==> config.mk <==
export PLATFORM = sky130hd
export DESIGN_NAME = car_ram_wr_arbiter
export DESIGN_NICKNAME = d
export VERILOG_FILES = /design/src/rtl/car_ram_wr_arbiter.sv
export SDC_FILE = /design/constraint.sdc
export NUM_CORES = 1
export LEC_CHECK = 0
export BUFFER_PORTS_ARGS = -buffer_cell sky130_fd_sc_hd__clkbuf_2
export CAP_MARGIN = 20
export CELL_PAD_IN_SITES_DETAIL_PLACEMENT = 1
export CELL_PAD_IN_SITES_GLOBAL_PLACEMENT = 1
export CORE_ASPECT_RATIO = 0.8
export CORE_UTILIZATION = 39
export DETAILED_ROUTE_END_ITERATION = 6
export GPL_TIMING_DRIVEN = 0
export PLACE_DENSITY_LB_ADDON = 0.1
export SETUP_SLACK_MARGIN = 0.4
export SLEW_MARGIN = 5
export SYNTH_ARGS = -nofsm -noshare
export SYNTH_HDL_FRONTEND = slang
export SYNTH_SLANG_ARGS = --single-unit
==> constraint.sdc <==
create_clock -name clk -period 1.8 [get_ports clk]
set_input_delay 0.36 -clock clk [delete_from_list [all_inputs] [get_ports clk]]
set_output_delay 0.36 -clock clk [all_outputs]
set_load 0.03 [all_outputs]
==> src/rtl/car_ram_wr_arbiter.sv <==
// Write-port arbiter for the car sprite RAM: CPU write channel plus a range-fill engine.
// Define CAR_ARB_RR_EN for round-robin arbitration; the default build gives the CPU fixed priority.
module car_ram_wr_arbiter #(
   parameter int ADDR_WIDTH = 10,
   parameter int DATA_WIDTH = 2
) (
   input  logic                  clk,
   input  logic                  reset,
   input  logic                  cpu_wr_req,
   input  logic [ADDR_WIDTH-1:0] cpu_addr,
   input  logic [DATA_WIDTH-1:0] cpu_din,
   output logic                  cpu_ack,
   input  logic                  fill_start,
   input  logic [ADDR_WIDTH-1:0] fill_base,
   input  logic [ADDR_WIDTH:0]   fill_len,
   input  logic [DATA_WIDTH-1:0] fill_color,
   output logic                  fill_busy,
   output logic                  fill_done,
   output logic                  ram_we,
   output logic [ADDR_WIDTH-1:0] ram_addr_w,
   output logic [DATA_WIDTH-1:0] ram_din
);

   typedef enum logic [1:0] {
      S_IDLE = 2'd0,
      S_FILL = 2'd1,
      S_DONE = 2'd2
   } state_t;

   localparam logic [ADDR_WIDTH-1:0] ADDR_ONE = {{(ADDR_WIDTH-1){1'b0}}, 1'b1};
   localparam logic [ADDR_WIDTH:0]   LEN_ONE  = {{ADDR_WIDTH{1'b0}}, 1'b1};
   localparam logic [ADDR_WIDTH:0]   LEN_ZERO = {(ADDR_WIDTH+1){1'b0}};

   state_t                r_state;
   logic [ADDR_WIDTH-1:0] r_cur_addr;
   logic [ADDR_WIDTH:0]   r_remaining;
   logic [DATA_WIDTH-1:0] r_color;

   logic w_cpu_req;
   logic w_fill_req;
   logic w_cpu_gnt;
   logic w_fill_gnt;

   // A request is masked while its ack is up so a held req cannot write twice.
   assign w_cpu_req  = cpu_wr_req & ~cpu_ack;
   assign w_fill_req = (r_state == S_FILL);

`ifdef CAR_ARB_RR_EN
   logic r_cpu_won_last;

   assign w_cpu_gnt = w_cpu_req & (~w_fill_req | ~r_cpu_won_last);

   // Remember the winner of the last contended cycle so the other side goes next.
   always_ff @(posedge clk or posedge reset) begin
      if (reset) begin
         r_cpu_won_last <= 1'b0;
      end else if (w_cpu_req && w_fill_req) begin
         r_cpu_won_last <= w_cpu_gnt;
      end else begin
         r_cpu_won_last <= r_cpu_won_last;
      end
   end
`else
   assign w_cpu_gnt = w_cpu_req;
`endif

   assign w_fill_gnt = w_fill_req & ~w_cpu_gnt;

   // Fill FSM, grant execution and all registered outputs.
   always_ff @(posedge clk or posedge reset) begin
      if (reset) begin
         r_state     <= S_IDLE;
         r_cur_addr  <= '0;
         r_remaining <= '0;
         r_color     <= '0;
         cpu_ack     <= 1'b0;
         fill_busy   <= 1'b0;
         fill_done   <= 1'b0;
         ram_we      <= 1'b0;
         ram_addr_w  <= '0;
         ram_din     <= '0;
      end else begin
         cpu_ack   <= w_cpu_gnt;
         fill_done <= 1'b0;
         ram_we    <= w_cpu_gnt | w_fill_gnt;
         if (w_cpu_gnt) begin
            ram_addr_w <= cpu_addr;
            ram_din    <= cpu_din;
         end else if (w_fill_gnt) begin
            ram_addr_w <= r_cur_addr;
            ram_din    <= r_color;
         end else begin
            ram_addr_w <= ram_addr_w;
            ram_din    <= ram_din;
         end

         case (r_state)
            S_IDLE: begin
               if (fill_start) begin
                  r_cur_addr  <= fill_base;
                  r_remaining <= fill_len;
                  r_color     <= fill_color;
                  fill_busy   <= 1'b1;
                  r_state     <= (fill_len == LEN_ZERO) ? S_DONE : S_FILL;
               end else begin
                  r_state <= S_IDLE;
               end
            end
            S_FILL: begin
               // A stalled cycle (CPU granted) neither advances nor counts.
               if (w_fill_gnt) begin
                  r_cur_addr  <= r_cur_addr + ADDR_ONE;
                  r_remaining <= r_remaining - LEN_ONE;
                  r_state     <= (r_remaining == LEN_ONE) ? S_DONE : S_FILL;
               end else begin
                  r_state <= S_FILL;
               end
            end
            S_DONE: begin
               fill_done <= 1'b1;
               fill_busy <= 1'b0;
               r_state   <= S_IDLE;
            end
            default: begin
               fill_busy <= 1'b0;
               r_state   <= S_IDLE;
            end
         endcase
      end
   end

endmodule

# After elaboration in Yosys (flattened, before gate mapping)
# Index checks and enable logic that the tools add are counted.
# classes
eq_ne,5
add_sub_neg,2
bitwise_logic,6
n_mux,18
n_reduce_logical,7
# op_table
cell,n
10-bit two-way mux,4
11-bit two-way mux,2
11-bit case mux with 2 select lines,1
10-bit case mux with 2 select lines,1
2-bit two-way mux,6
"11-bit by 1-bit == test with 1-bit output, second input constant",1
11-bit logical NOT,1
"11-bit by 1-bit subtractor with 11-bit output, second input constant",1
"10-bit by 1-bit adder with 10-bit output, second input constant",1
2-bit case mux with 2 select lines,1
2-bit AND reduction,2
2-bit nonzero test,2
1-bit NOT,3
3-bit AND reduction,1
1-bit bitwise AND,2
"2-bit by 1-bit == test with 1-bit output, second input constant",1
"2-bit == test, second input constant",1
2-bit logical NOT,1
1-bit two-way mux,2
"2-bit by 1-bit != test with 1-bit output, second input constant",1
"2-bit != test, second input constant",1
1-bit case mux with 2 select lines,1
1-bit OR,1
# totals
elab_cells,48
inputBits,39
reg_bits,41

# Depth between registers and ports, before layout
# logic_depth
word_depth,6
mapped_depth,7

# Worst setup path before layout
# No wires, ideal clock.
# synth_timing
path_kind,flip-flop to flip-flop
start,register cpu_ack
end,register r_cur_addr[0]
t_required_ns,1.676
path_stages_with_launch,7
arrival_time_ns,1.557
n_path_buf,1
setup_time_ns,0.124
setup_slack_ns,0.119
cell_sequence,dfrtp_1 nand2b_2 inv_1 a211o_1 buf_2 o21ai_1 o21ai_1
# synth_via
elab_chain_len,6
# synth_rtl
item,line,source
from (decl),12,"output logic cpu_ack,"
from (signal assigned),83,cpu_ack <= w_cpu_gnt;
1-bit NOT,45,assign w_cpu_req = cpu_wr_req & ~cpu_ack;
1-bit bitwise AND,45,
1-bit NOT,67,assign w_fill_gnt = w_fill_req & ~w_cpu_gnt;
1-bit bitwise AND,67,
2-bit by 1-bit != test with 1-bit output (no source line),--,
3-bit AND reduction (no source line),--,
to (signal assigned),100,r_cur_addr <= fill_base;
to (signal assigned),112,r_cur_addr <= r_cur_addr + ADDR_ONE;
to (decl),35,logic [ADDR_WIDTH-1:0] r_cur_addr;
# No other way between the ends.
# A chain may end at the register's enable or synchronous reset.

# Final worst setup path
# layout_timing
start,register r_remaining[1]
end,register r_remaining[10]
# layout_via
elab_chain_len,3
# layout_rtl
item,line,source
from (decl),36,logic [ADDR_WIDTH:0] r_remaining;
from (signal assigned),101,r_remaining <= fill_len;
from (signal assigned),113,r_remaining <= r_remaining - LEN_ONE;
11-bit by 1-bit subtractor with 11-bit output,113,
11-bit two-way mux,111,if (w_fill_gnt) begin
11-bit case mux with 2 select lines,97,case (r_state)
# No other way between the ends. The select of a mux whose other input is x is not followed.

==> impl.org <==
** Yosys
- Post-synth net total :: 280
- After synthesis, flip-flops and latches occupy 47.0% of the total area.
- The most used flip-flop cell after synthesis is sky130_fd_sc_hd__dfrtp_1.
- After technology mapping, the gate count stands at 238.
- Count of warnings emitted by yosys :: 0
- Yosys mapped a number of flops with a built-in enable equal to 0.
- Total standard cell area after synthesis :: 2180 um^2
- Total of flip-flops plus latches after synthesis :: 41
- A synthesized cell averages about 9.2 um^2.
- The netlist uses 44 different library cells.
- For this run, asynchronously set or reset flops after synthesis account for 100%.

** Setup path
- In this run the critical register-to-register path is launched from r_remaining[1].
- Arrival time worst endpoint :: 1.96 ns
- Data on the critical path is required at its endpoint by 2.00 ns.
- Family of cells with the greatest summed delay on the critical path :: simple AND/OR/NAND/NOR gates
- Worst Reg-to-Reg Cells :: 6
- The worst register-to-register path ends at r_remaining[10].
- Startpoint kind of the worst setup timing path :: register
- Counting both buffers and inverters, the worst setup path holds a total of 1.
- Largest stage delay on the critical path :: 0.52 ns
- For this design, the slowest cell found on the critical path is sky130_fd_sc_hd__or4b_4.
- Of all nets on the critical path, the largest fanout is 5.
- Reg2reg setup slack :: 0.04 ns
- Counting stages on the worst path, the most repeated cell is sky130_fd_sc_hd__a211oi_2.
- Element type at the critical path end :: register
- Worst Setup Path Type :: register to register
- Stages on worst setup path :: 6
- Walking the worst path, the cells encountered are inv_2 -> ha_4 -> or4b_4 -> nor2b_4 -> a211oi_2 -> a211oi_2.

** Drt
- First-pass iteration count of the detailed router :: 4
- After the first detailed-routing iteration, the DRC count stood at 268.
- For this run, design rule violations remaining after detail routing come to 0.
- The final layout contains routed wiring with a total length of 9230 um.
- Using the TritonRoute via totals, the vias-per-cell ratio works out to 6.05.
- The routed layout has 2427 vias.
- Antenna violation net count after detailed routing :: 0
- After detailed routing, the average wire length per cell comes to 23.0 um.

** Cells and area
- Sequential cell area :: around 1000 um^2
- Nets@finish :: 380
- Area delta synth->final :: 56.6%
- The repair_antennas step left the layout with diodes totalling 0.
- The post-route netlist has 52.2% of its cells at a drive strength greater than 1.
- With fillers left out, the area of the finished cells amounts to 3420 um^2.
- Final cell utilization of the core :: 65.9%
- After the flow finishes, the layout carries non-filler instances totaling 401.
- Multi-input gate area :: between 1000 and 1500 um^2
- Number of inserted filler cells in the final layout :: 582

** Floorplanning
- Area of the core :: 5180 um^2
- Core Rows :: 23
- I/O pin count :: 55
- Die boundary height :: 68.9 um
- The die covers 5900 um^2.
- Starting density of the core :: a little over two fifths
- Die width :: around 86 um

** Timing
- Across all hold checks on the routed design, the worst slack comes to 0.266 ns.
- Setup violations remaining at the end of the flow were counted as 0.
- Setup slack after layout :: roughly 0.042 ns
- Transition time at the pin with the least slew margin :: 0.702 ns
- The count of endpoints failing hold in the final timing report came to 0.
- Setup repair after global routing could not meet its margin everywhere.
- Timing would allow up to approximately 570 MHz.
- Tmin final :: about 1.8 ns
- Clock skew on the completed layout was measured at 0.0108 ns.
- Slew Limit Fails :: 0
- Part of the cycle the worst path needs :: 97.6%
- Tightest slew margin relative to the limit :: 52.8%
- Summed over all failing endpoints, the final setup total negative slack is 0 ns.

** Clock tree
- TritonCTS buffer count :: 5
- Number of buffers between clock root and the deepest sink :: 2
- Clock tree from TritonCTS :: done
- Clock-pin slew on the worst setup and hold paths :: approximately 0.09 ns
- In this run the clock root is driven by a sky130_fd_sc_hd__clkbuf_8.
- Insertion delay to the later sink of the worst-skew pair :: 0.30 ns
- In this run the number of H-tree levels came out at 2.
- Sink count of the clock tree :: 41

** Power and ir drop
- For this design the static power due to leakage is about 1.5 nW.
- Largest voltage drop on the vdd net :: 0.000898 V
- Post-layout total power :: between 5 and 6 mW
- In this run the power density over the cells is approximately 1700 nW/um^2.

** Worst hold path
- The worst hold path terminates at ram_addr_w[9].
- The startpoint identified for the worst hold timing path is cpu_addr[9].
- Hold path cells :: 3
- The tightest min-delay check is of the primary input to register type.

** Placed design
- Placed Cells incl. Taps :: 355
- HPWL after DPL :: 4930 um
- The congestion estimate from routability-driven global placement came to 0.830.
- The count of buffers added on input and output ports is 54.
- Post-placement cell area :: around 2600 um^2
- Before CTS, the worst setup slack after placement is around 0.050 ns.

** GRT
- Global routing finished with a remaining overflow of 0.
- The first global-routing pass estimated about 12000 um of wire.
- Antenna violations before repair :: 0
- Via count of the first global-routing pass :: 2242
- Global routing usage summed across all routing layers :: 27.4%
- Entering global routing, the biggest net connects 33 pins.

** Status
- The run finished with clean final reports.

** Run
- Number of violations of the max-capacitance limit :: 0
==> per-layer routing <==
metal  routed length (um)  GRT usage [%]  vias to the layer above
met5                    0              0                        -
met4                  218           10.6                        0
met3                  638           4.17                       24
met2                 4620           46.5                      112
met1                 3750           35.8                     1225
li1                     -              -                     1066
==> cells by family (layout without fill, tap and decap cells) <==
logic type,Yosys count,count (layout),synth area share (%)
AO/OA/AOI/OAI,79,79,22.3
adder cells (fa/ha/maj),3,3,1.72
buffers and inverters,19,120,4.13
flip-flops,41,41,47.0
multiplexers,12,12,5.62
AND/OR/NAND/NOR,84,84,19.2
==> worst max-delay path by stage <==
stage                           end            from  slack (ns)
global placement            cpu_ack           reset       -0.22
floorplan           r_remaining[10]  r_remaining[0]        0.19
finish              r_remaining[10]  r_remaining[1]        0.04
detailed placement  r_remaining[10]  r_remaining[0]        0.05
global route        r_remaining[10]  r_remaining[1]       -0.02
CTS                 r_remaining[10]  r_remaining[0]        0.16
==> worst min-delay path: cells and delay by family <==
| family | cells | cell delay (ns) |
|---|---|---|
| buffers and inverters | 1 | 0.08 |
| AO/OA/AOI/OAI | 1 | 0.06 |
| AND/OR/NAND/NOR | 1 | 0.03 |
==> cells in the final DEF (no fill, tap or decap), types with 4 or more instances in the layout <==
cell	n
sky130_fd_sc_hd__clkbuf_8	5
sky130_fd_sc_hd__nor2_1	12
sky130_fd_sc_hd__dfrtp_1	38
sky130_fd_sc_hd__nand3_1	8
sky130_fd_sc_hd__clkbuf_2	57
sky130_fd_sc_hd__buf_8	4
sky130_fd_sc_hd__a21oi_2	5
sky130_fd_sc_hd__nand4_1	4
sky130_fd_sc_hd__o21ai_1	10
sky130_fd_sc_hd__mux2i_1	10
sky130_fd_sc_hd__a21oi_1	15
sky130_fd_sc_hd__o21ai_2	8
sky130_fd_sc_hd__o22ai_2	4
sky130_fd_sc_hd__o21ai_0	11
sky130_fd_sc_hd__buf_4	22
sky130_fd_sc_hd__buf_6	17
sky130_fd_sc_hd__nand2_1	28
sky130_fd_sc_hd__nor2_4	4
==> cells in the mapped netlist, types with 2 or more instances <==
| cell | n | share of area, % |
|---|---|---|
| sky130_fd_sc_hd__dfrtp_1 | 41 | 47 |
| sky130_fd_sc_hd__nand2_1 | 29 | 5.0 |
| sky130_fd_sc_hd__a21oi_1 | 21 | 4.8 |
| sky130_fd_sc_hd__o21ai_0 | 21 | 4.8 |
| sky130_fd_sc_hd__nor2_1 | 17 | 2.9 |
| sky130_fd_sc_hd__nand3_1 | 13 | 3.0 |
| sky130_fd_sc_hd__mux2i_1 | 10 | 4.6 |
| sky130_fd_sc_hd__buf_2 | 9 | 2.1 |
| sky130_fd_sc_hd__o21ai_1 | 8 | 1.8 |
| sky130_fd_sc_hd__o22ai_1 | 6 | 1.7 |
| sky130_fd_sc_hd__a2bb2oi_1 | 5 | 2.0 |
| sky130_fd_sc_hd__inv_1 | 5 | 0.86 |
| sky130_fd_sc_hd__nand4_1 | 4 | 1.1 |
| sky130_fd_sc_hd__a31oi_1 | 3 | 0.86 |
| sky130_fd_sc_hd__clkbuf_1 | 3 | 0.52 |
| sky130_fd_sc_hd__ha_1 | 3 | 1.7 |
| sky130_fd_sc_hd__nor2b_1 | 3 | 0.86 |
| sky130_fd_sc_hd__nor3_1 | 3 | 0.69 |
| sky130_fd_sc_hd__a211o_1 | 2 | 0.80 |
| sky130_fd_sc_hd__a211oi_1 | 2 | 0.69 |
| sky130_fd_sc_hd__and3_1 | 2 | 0.57 |
| sky130_fd_sc_hd__buf_4 | 2 | 0.69 |
| sky130_fd_sc_hd__mux2_2 | 2 | 1.0 |
| sky130_fd_sc_hd__nor4_1 | 2 | 0.57 |
| sky130_fd_sc_hd__o211ai_1 | 2 | 0.69 |
| sky130_fd_sc_hd__o32ai_1 | 2 | 0.80 |
==> repair_timing <==
action                                 4_1_cts  5_1_grt
setup endpoints to repair                   34       34
endpoints found under the hold margin        9        0
pin swaps                                   10       19
hold buffers                                 1        0
gates cloned                                 4        2
buffers inserted                            20       11
resized for setup                           45       69
==> area by class of cell <==
cell class	instances	share of cell area [%]
multi-input combinational	178	39.6
clock buffer	6	2.12
tap	62	2.27
buffer	14	4.54
timing repair buffer	93	20.4
clock inverter	2	0.293
inverter	5	0.623
sequential	41	30.1
==> power by group <==
part           switching (mW)  internal (mW)
registers               0.470           1.29
clock network           0.333          0.269
logic                    1.83           1.52
total                    2.63           3.08
==> registers in the layout, indices dropped and copies added (netlist names) <==
register	count
r_remaining	11
r_cur_addr	10
ram_addr_w	10
r_color	2
r_state	2
ram_din	2
cpu_ack	1
fill_busy	1
fill_done	1
ram_we	1
(Power assumes the default switching activity.)
